===== src/rtl/wb_pkg.sv =====
// Shared constants and helpers for the write-back arbiter.
// Helpers work at the widest supported address width; callers cast to their own width.
package wb_pkg;
  localparam int DATA_W_DEF = 16;
  localparam int REG_AW_DEF = 3;
  localparam int REG_AW_MAX = 8;
  localparam int REQ_ALU    = 0;
  localparam int REQ_LD     = 1;

  function automatic logic [REG_AW_MAX-1:0] sel_dst(
    input logic [REG_AW_MAX-1:0] rs,
    input logic [REG_AW_MAX-1:0] rd,
    input logic                  sel
  );
    return sel ? rd : rs;
  endfunction

  function automatic logic [2**REG_AW_MAX-1:0] onehot(input logic [REG_AW_MAX-1:0] addr);
    logic [2**REG_AW_MAX-1:0] oh;
    oh       = '0;
    oh[addr] = 1'b1;
    return oh;
  endfunction
endpackage


===== src/rtl/wb_slot.sv =====
// Single-entry holding register for one write-back requester.
module wb_slot
  import wb_pkg::*;
#(
  parameter int DATA_W = DATA_W_DEF,
  parameter int REG_AW = REG_AW_DEF
) (
  input  logic              clk,
  input  logic              rst,
  input  logic              valid,
  output logic              ready,
  input  logic [REG_AW-1:0] dst,
  input  logic [DATA_W-1:0] data,
  input  logic              grant,
  output logic              full,
  output logic [REG_AW-1:0] q_dst,
  output logic [DATA_W-1:0] q_data
);
  // A granted entry leaves on this edge, so a new one can land on the same edge.
  assign ready = !rst && (!full || grant);

  always_ff @(posedge clk or posedge rst) begin
    if (rst) begin
      full   <= 1'b0;
      q_dst  <= '0;
      q_data <= '0;
    end else if (valid && ready) begin
      full   <= 1'b1;
      q_dst  <= dst;
      q_data <= data;
    end else if (grant) begin
      full <= 1'b0;
    end
  end
endmodule


===== src/rtl/wb_arbiter.sv =====
// Write-back arbiter: two buffered requesters share one registered register-file write port.
// Load has priority; the ALU is forced through after STARVE_MAX consecutive losses.
module wb_arbiter
  import wb_pkg::*;
#(
  parameter int DATA_W     = DATA_W_DEF,
  parameter int REG_AW     = REG_AW_DEF,
  parameter int STARVE_MAX = 3
) (
  input  logic                 clk,
  input  logic                 rst,
  input  logic                 alu_valid,
  output logic                 alu_ready,
  input  logic [REG_AW-1:0]    alu_rs,
  input  logic [REG_AW-1:0]    alu_rd,
  input  logic                 alu_sel,
  input  logic [DATA_W-1:0]    alu_data,
  input  logic                 ld_valid,
  output logic                 ld_ready,
  input  logic [REG_AW-1:0]    ld_rs,
  input  logic [REG_AW-1:0]    ld_rd,
  input  logic                 ld_sel,
  input  logic [DATA_W-1:0]    ld_data,
  output logic                 rf_we,
  output logic [REG_AW-1:0]    rf_waddr,
  output logic [DATA_W-1:0]    rf_wdata,
  output logic [2**REG_AW-1:0] pend_mask
);
  localparam int NREG = 2**REG_AW;
  localparam logic [2:0] STARVE_LIM = 3'(STARVE_MAX);

  logic [1:0]        valid, ready, full, grant;
  logic [REG_AW-1:0] in_dst [2];
  logic [DATA_W-1:0] in_data[2];
  logic [REG_AW-1:0] q_dst  [2];
  logic [DATA_W-1:0] q_data [2];
  logic [2:0]        starve_cnt;

  assign valid[REQ_ALU]   = alu_valid;
  assign valid[REQ_LD]    = ld_valid;
  assign in_dst[REQ_ALU]  = REG_AW'(sel_dst(REG_AW_MAX'(alu_rs), REG_AW_MAX'(alu_rd), alu_sel));
  assign in_dst[REQ_LD]   = REG_AW'(sel_dst(REG_AW_MAX'(ld_rs), REG_AW_MAX'(ld_rd), ld_sel));
  assign in_data[REQ_ALU] = alu_data;
  assign in_data[REQ_LD]  = ld_data;
  assign alu_ready        = ready[REQ_ALU];
  assign ld_ready         = ready[REQ_LD];

  for (genvar i = 0; i < 2; i++) begin : g_slot
    wb_slot #(
      .DATA_W(DATA_W),
      .REG_AW(REG_AW)
    ) u_slot (
      .clk   (clk),
      .rst   (rst),
      .valid (valid[i]),
      .ready (ready[i]),
      .dst   (in_dst[i]),
      .data  (in_data[i]),
      .grant (grant[i]),
      .full  (full[i]),
      .q_dst (q_dst[i]),
      .q_data(q_data[i])
    );
  end

  always_comb begin
    grant = '0;
    if (full[REQ_LD] && (!full[REQ_ALU] || starve_cnt != STARVE_LIM)) begin
      grant[REQ_LD] = 1'b1;
    end else if (full[REQ_ALU]) begin
      grant[REQ_ALU] = 1'b1;
    end
  end

  // Counts only losses while the ALU actually has something waiting.
  always_ff @(posedge clk or posedge rst) begin
    if (rst) begin
      starve_cnt <= '0;
    end else if (!full[REQ_ALU] || grant[REQ_ALU]) begin
      starve_cnt <= '0;
    end else if (grant[REQ_LD] && starve_cnt != STARVE_LIM) begin
      starve_cnt <= starve_cnt + 3'd1;
    end
  end

  always_ff @(posedge clk or posedge rst) begin
    if (rst) begin
      rf_we    <= 1'b0;
      rf_waddr <= '0;
      rf_wdata <= '0;
    end else begin
      rf_we <= |grant;
      if (grant[REQ_LD]) begin
        rf_waddr <= q_dst[REQ_LD];
        rf_wdata <= q_data[REQ_LD];
      end else if (grant[REQ_ALU]) begin
        rf_waddr <= q_dst[REQ_ALU];
        rf_wdata <= q_data[REQ_ALU];
      end
    end
  end

  always_comb begin
    pend_mask = '0;
    for (int i = 0; i < 2; i++) begin
      if (full[i]) pend_mask |= NREG'(onehot(REG_AW_MAX'(q_dst[i])));
    end
    if (rf_we) pend_mask |= NREG'(onehot(REG_AW_MAX'(rf_waddr)));
  end
endmodule


===== config.mk =====
export PLATFORM = sky130hd
export DESIGN_NAME = wb_arbiter
export DESIGN_NICKNAME = d
export VERILOG_FILES = /design/src/rtl/wb_pkg.sv /design/src/rtl/wb_slot.sv /design/src/rtl/wb_arbiter.sv
export SDC_FILE = /design/constraint.sdc
export NUM_CORES = 1
export LEC_CHECK = 0
export CAP_MARGIN = 20
export CORE_AREA = 8 8 84 86
export CTS_CLUSTER_DIAMETER = 200
export DETAILED_ROUTE_END_ITERATION = 12
export DIE_AREA = 0 0 92 94
export PLACE_DENSITY_LB_ADDON = 0.2
export SLEW_MARGIN = 20
export SYNTH_ARGS = -nofsm -noshare
export SYNTH_HDL_FRONTEND = slang
export SYNTH_SLANG_ARGS = --single-unit

===== constraint.sdc =====
create_clock -name clk -period 3.09 [get_ports clk]
set_input_delay 0.309 -clock clk [delete_from_list [all_inputs] [get_ports clk]]
set_output_delay 0.309 -clock clk [all_outputs]
set_load 0.01 [all_outputs]

==> impl_metrics.ini, run 1 <==
[global_route]
grt_pass1_vias = 2195
grt_overflow = 0
grt_antenna_before_repair = 0
grt_start_max_net_pins = 64
grt_first_pass_wirelength_um = 10900
grt_usage_pct = 16.16

[synth]
syn_area_um2 = 2897
ys_async_sr_fraction_pct = 100.0
yosysTopAreaCell = dfrtp_1
yosys_warnings = 0
synth_top_area_share_pct = 54.43
synthesis.nets = 279
postSynthAreaPerCell_um2 = 12.76
ys_ff_latch = 63
ys_top_cells_by_area = dfrtp_1 54%, mux2_1 7.4%, a22o_1 5.1%
synth_edf_count = 0
yosysSeqAreaShare_pct = 54.43
syn-instance-count = 227
yosysMostFrequentCell = dfrtp_1
ys_types = 33
synthTopCellsByCount = 63 x dfrtp_1, 19 x a21o_1, 19 x mux2_1, 17 x a22o_1, 10 x mux2_2
yosys_most_used_dff = dfrtp_1

[flow_run]
maxCapViolations = 0

[final_layout]
finish.utilization_pct = 68.27
final_cells = 384
multi_input_area_um2 = 1219
finalNetCount = 357
areaGrowthSynthToFinish_pct = 35.42
design_area_um2 = 3923
regArea_um2 = 1577
antennaDiodeCount = 0
drive_gt1_share_pct = 13.92
fillers = 464

[place]
post-place-ws_ns = 0.8612
gp_congestion = 0.8666
io_buffers = 79
dp_hpwl_um = 4630
place_area_um2 = 3725
place_inst = 369

[pwr]
power_leakage_nw = 1.782
p_per_area_nw_per_um2 = 602.0
p_total_mw = 2.361
peakVddDrop_mv = 0.3282

[setup_path]
r2r_cells = 6
r2r-end = g_slot[0].u_slot.q_data[8]$_DFFE_PP0P_
timing.rr.start = starve_cnt[0]$_DFFE_PP0P_
cp.required_ns = 2.78
reg2reg_setup_slack_ns = 0.87
path_class = flip-flop to output port
cp-startpoint = g_slot[0].u_slot.full$_DFFE_PP0P_
critical_path.endpoint = pend_mask[2]
cp-start-kind = flip-flop
cp-end-kind = output port
critPathMaxFanout = 18
worstPathArrival_ns = 2.17

[status]
status = finished, final reports clean

[clocking]
cts-hold-fix-buffers = 0
clk_pin_slew_worst_paths_ns = 0.06
htree_levels = 3
post_cts_buffers = 0
cts_root_buffer = clkbuf_8
numClockSinks = 63
post_cts_resized = 0
cts_buffers = 9
cts_tree = yes
clkLatencyLatePin_ns = 0.35
clockBufferDepth = 2

[sta]
setup_viol_count_final = 0
maxSlewHeadroom_pct = 44.85
whs_ns = 0.4404
fin_crit_ns = 2.483
hold_violations = 0
max_slew.worst_pin.slew_ns = 0.8264
rsz0062_at_grt = no
slew_viol_final = 0
fmax_ghz = 0.4028
fin_skew_ns = 0.01210
tns_ns = 0
layout_setup_ws_ns = 0.6074
period_share_pct = 80.34

[drt]
vias = 2119
ant_nets = 0
route.detailed.drc = 0
routed_wl_um = 6640
drtIter0Drc = 84
routedWlPerCell_um = 17.29
vias_per_cell = 5.518
dr.pass1.iters = 4

[die]
start_util_pct = 50.41
placementRows = 28
die_h_um = 94
coreArea_um2 = 5746
fp.dieArea_um2 = 8648
num_io_pins = 80
die_w_um = 92

[hold_path]
worstHoldPathType = flip-flop to flip-flop
holdPathStages = 1
## kinds of logic (layout without fill, tap and decap cells)
logic type	after synthesis	after routing	share of synthesized area [%]
flip-flops	63	63	54.43
AND/OR/NAND/NOR	45	45	9.158
multiplexers	43	43	17.67
adder cells (fa/ha/maj)	2	2	0.8638
buffers and inverters	20	102	3.628
AO/OA/AOI/OAI	54	54	14.25
## sequential cells by signal, indices dropped and copies added (netlist names)
register and flops:
g_slot.u_slot.q_dst 6, rf_wdata 16, starve_cnt 3, g_slot.u_slot.q_data 32, g_slot.u_slot.full 2, rf_we 1
rf_waddr 3
## cells in the final DEF, fill, tap and decap left out, types with 4 or more instances in the layout
cell and count:
a21o_1 19, a21oi_1 4, a22o_1 17, a31oi_1 7
buf_4 4, clkbuf_8 11, clkdlybuf4s50_1 79, dfrtp_1 63
mux2_1 19, mux2_2 10, mux2_4 9, mux2i_1 5
nand2_1 9, nand3_1 9, nand4_1 4, nor2_1 7
o21ai_0 4
## cell type report
| cell class | count | area share [%] |
|---|---|---|
| clock inverter | 3 | 1.085 |
| sequential | 63 | 40.19 |
| multi-input combinational | 144 | 31.07 |
| clock buffer | 12 | 3.955 |
| timing repair buffer | 83 | 20.93 |
| inverter | 4 | 0.3828 |
| tap | 75 | 2.392 |
## critical path, cell delays in order, from the launching register on
cell,delay (ns)
dfrtp_1,0.76
nor4bb_1,0.36
a31oi_1,0.07
o21ai_0,0.08
clkdlybuf4s50_1,0.55
## routing by layer
metal	global-route usage, %	wire length [um]	up-vias
li1	-	-	988
met1	18.91	2815	1049
met2	25.33	3233	72
met3	6.235	467	10
met4	8.322	123	0
met5	0	0	-
## power by group
group	leakage, nW	total (mW)	internal [mW]	switching (mW)
registers	0.751	1.09	0.964	0.127
logic	0.933	0.548	0.346	0.202
clock network	0.0985	0.722	0.411	0.311
total	1.78	2.36	1.72	0.640
## worst min path at each step
stage                              start                   endpoint  slack, ns
2_1_floorplan  starve_cnt[0]$_DFFE_PP0P_  starve_cnt[0]$_DFFE_PP0P_       0.41
3_3_place_gp   starve_cnt[0]$_DFFE_PP0P_  starve_cnt[0]$_DFFE_PP0P_       0.42
5_1_grt        starve_cnt[0]$_DFFE_PP0P_  starve_cnt[0]$_DFFE_PP0P_       0.47
6_report       starve_cnt[0]$_DFFE_PP0P_  starve_cnt[0]$_DFFE_PP0P_       0.44
3_5_place_dp   starve_cnt[0]$_DFFE_PP0P_  starve_cnt[0]$_DFFE_PP0P_       0.43
4_1_cts        starve_cnt[0]$_DFFE_PP0P_  starve_cnt[0]$_DFFE_PP0P_       0.44
(Power assumes the default switching activity.)
==> inputs of run 2 (changes only) <==
- CORE_AREA: 8 8 84 86 -> 8 8 92 94
- DIE_AREA: 0 0 92 94 -> 0 0 100 102
- clock period: 3.09 -> 2.1 ns (I/O delays scaled with it)
==> run 2 against run 1 <==
Routed wire length is 2.0% higher. Global-route usage is 1.7 points lower. Clock-buffer cell count stayed put. Critical endpoint is now pend_mask[6].
==> impl_metrics.ini, run 2 (synthesis gave the netlist of run 1 again) <==
[status]
status = finished, final reports clean

[pwr]
p_per_area_nw_per_um2 = 856.9
p_total_mw = 3.467
power_leakage_nw = 1.826
peakVddDrop_mv = 0.4921

[clocking]
cts_root_buffer = clkbuf_8
clk_pin_slew_worst_paths_ns = 0.06
htree_levels = 3
clkLatencyLatePin_ns = 0.32
cts_buffers = 9
numClockSinks = 63
clockBufferDepth = 2
cts_tree = yes

[drt]
drtIter0Drc = 48
vias = 2121
ant_nets = 0
route.detailed.drc = 0
dr.pass1.iters = 4
routedWlPerCell_um = 16.44
routed_wl_um = 6772
vias_per_cell = 5.148

[sta]
tns_ns = 0
period_share_pct = 96.27
maxSlewHeadroom_pct = 46.12
fin_crit_ns = 2.022
whs_ns = 0.4418
hold_violations = 0
slew_viol_final = 0
rsz0062_at_grt = no
max_slew.worst_pin.slew_ns = 0.8074
fmax_ghz = 0.4946
setup_viol_count_final = 0
fin_skew_ns = 0.003750

[setup_path]
cp-end-kind = output port
cp.required_ns = 1.89
cp-start-kind = flip-flop
worstPathArrival_ns = 1.81
r2r_cells = 6
path_class = flip-flop to output port
critPathMaxFanout = 11

[global_route]
grt_first_pass_wirelength_um = 11600
grt_most_used_layer = met2
met3_usage_pct = 4.360
grt_antenna_before_repair = 0
grt_pass1_vias = 2233
use_met1_pct = 18.06
grt_start_max_net_pins = 64
grt_overflow = 0
use_met2_pct = 22.63
grt_usage_pct = 14.44

[final_layout]
antennaDiodeCount = 0
largest_reg_flops = 32
final_common_cell = clkdlybuf4s50_1
areaGrowthSynthToFinish_pct = 39.70
finalNetCount = 363
drive_gt1_share_pct = 18.53
largestRegisters = g_slot.u_slot.q_data (32), rf_wdata (16), g_slot.u_slot.q_dst (6)
final_cell_mix = 77 x clkdlybuf4s50_1, 59 x dfrtp_1, 19 x mux2_1, 19 x a21o_1, 17 x a22o_1
finish.utilization_pct = 57.32
largest-register = g_slot.u_slot.q_data

[die]
num_io_pins = 80
fp.dieArea_um2 = 10200
die_w_um = 100
placementRows = 31
start_util_pct = 41.03
coreArea_um2 = 7059
die_h_um = 102

[flow_run]
maxCapViolations = 0

[place]
gp_congestion = 0.8208
dp_hpwl_um = 4708
io_buffers = 79

[hold_path]
holdPathStages = 1
worstHoldPathType = flip-flop to flip-flop
## run 2: cell count changes in the layout (fill, tap and decap cells not counted), moves of 2 or more
| cell | previous run | this run |
|---|---|---|
| buf_4 | 4 | 9 |
| nor4bb_1 | 2 | 0 |
| nor2b_2 | 0 | 2 |
| dfrtp_2 | 0 | 4 |
| dfrtp_1 | 63 | 59 |
| nor2b_1 | 3 | 1 |
| clkdlybuf4s50_1 | 79 | 77 |
| nor4bb_2 | 0 | 2 |
## run 2: stage by stage
step	setup slack, ns	cell area, um^2	std cells
after global routing	0.008470	4046	412
after CTS	0.008612	3996	410
final	0.07823	4046	412
after detailed placement	0.1650	3801	397
after global placement	0.2054	3801	397
after floorplan	0.07058	2900	227
## run 2: per-layer routing
metal	wire length (um)	vias up	share of wire, %
met1	2976	1053	44
met4	123	0	1.8
met3	442	12	6.5
met5	0	-	0
li1	-	993	-
met2	3230	63	48
## run 2: worst max-delay path, stage by stage (launching register included)
cell and delay, ns:
dfrtp_2 0.48, and4b_1 0.27, a31oi_1 0.04, o21ai_0 0.12, clkdlybuf4s50_1 0.58
## run 2: power breakdown
group | total, mW | switching (mW) | internal [mW]
Sequential | 1.61 | 0.184 | 1.42
Combinational | 0.842 | 0.312 | 0.530
Clock | 1.02 | 0.424 | 0.594
## run 2: layout make-up
class	instances	area, um^2
fill	621	3013
sequential	63	1582
multi-input combinational	144	1257
timing repair buffer	89	879.6
clock buffer	12	155.1
tap	99	123.9
clock inverter	1	30.03
inverter	4	18.77
## run 2: final timing paths
path | startpoint | to | slack (ns)
min in group asynchronous | rst | g_slot[0].u_slot.full$_DFFE_PP0P_ | 0.63
max in group asynchronous | rst | g_slot[0].u_slot.q_dst[0]$_DFFE_PP0P_ | 0.93
hold reg to reg | starve_cnt[0]$_DFFE_PP0P_ | starve_cnt[0]$_DFFE_PP0P_ | 0.44
setup / recovery | g_slot[0].u_slot.q_dst[0]$_DFFE_PP0P_ | pend_mask[6] | 0.08
hold / removal | starve_cnt[0]$_DFFE_PP0P_ | starve_cnt[0]$_DFFE_PP0P_ | 0.44
setup reg to reg | starve_cnt[0]$_DFFE_PP0P_ | g_slot[0].u_slot.q_data[5]$_DFFE_PP0P_ | 0.26
## run 2: repair_timing
item | in CTS | in global routing
hold buffers | 0 | 0
buffers inserted | 0 | 2
endpoints found under the setup margin | 3 | 6
resized for setup | 7 | 7
pin swaps | 1 | 0
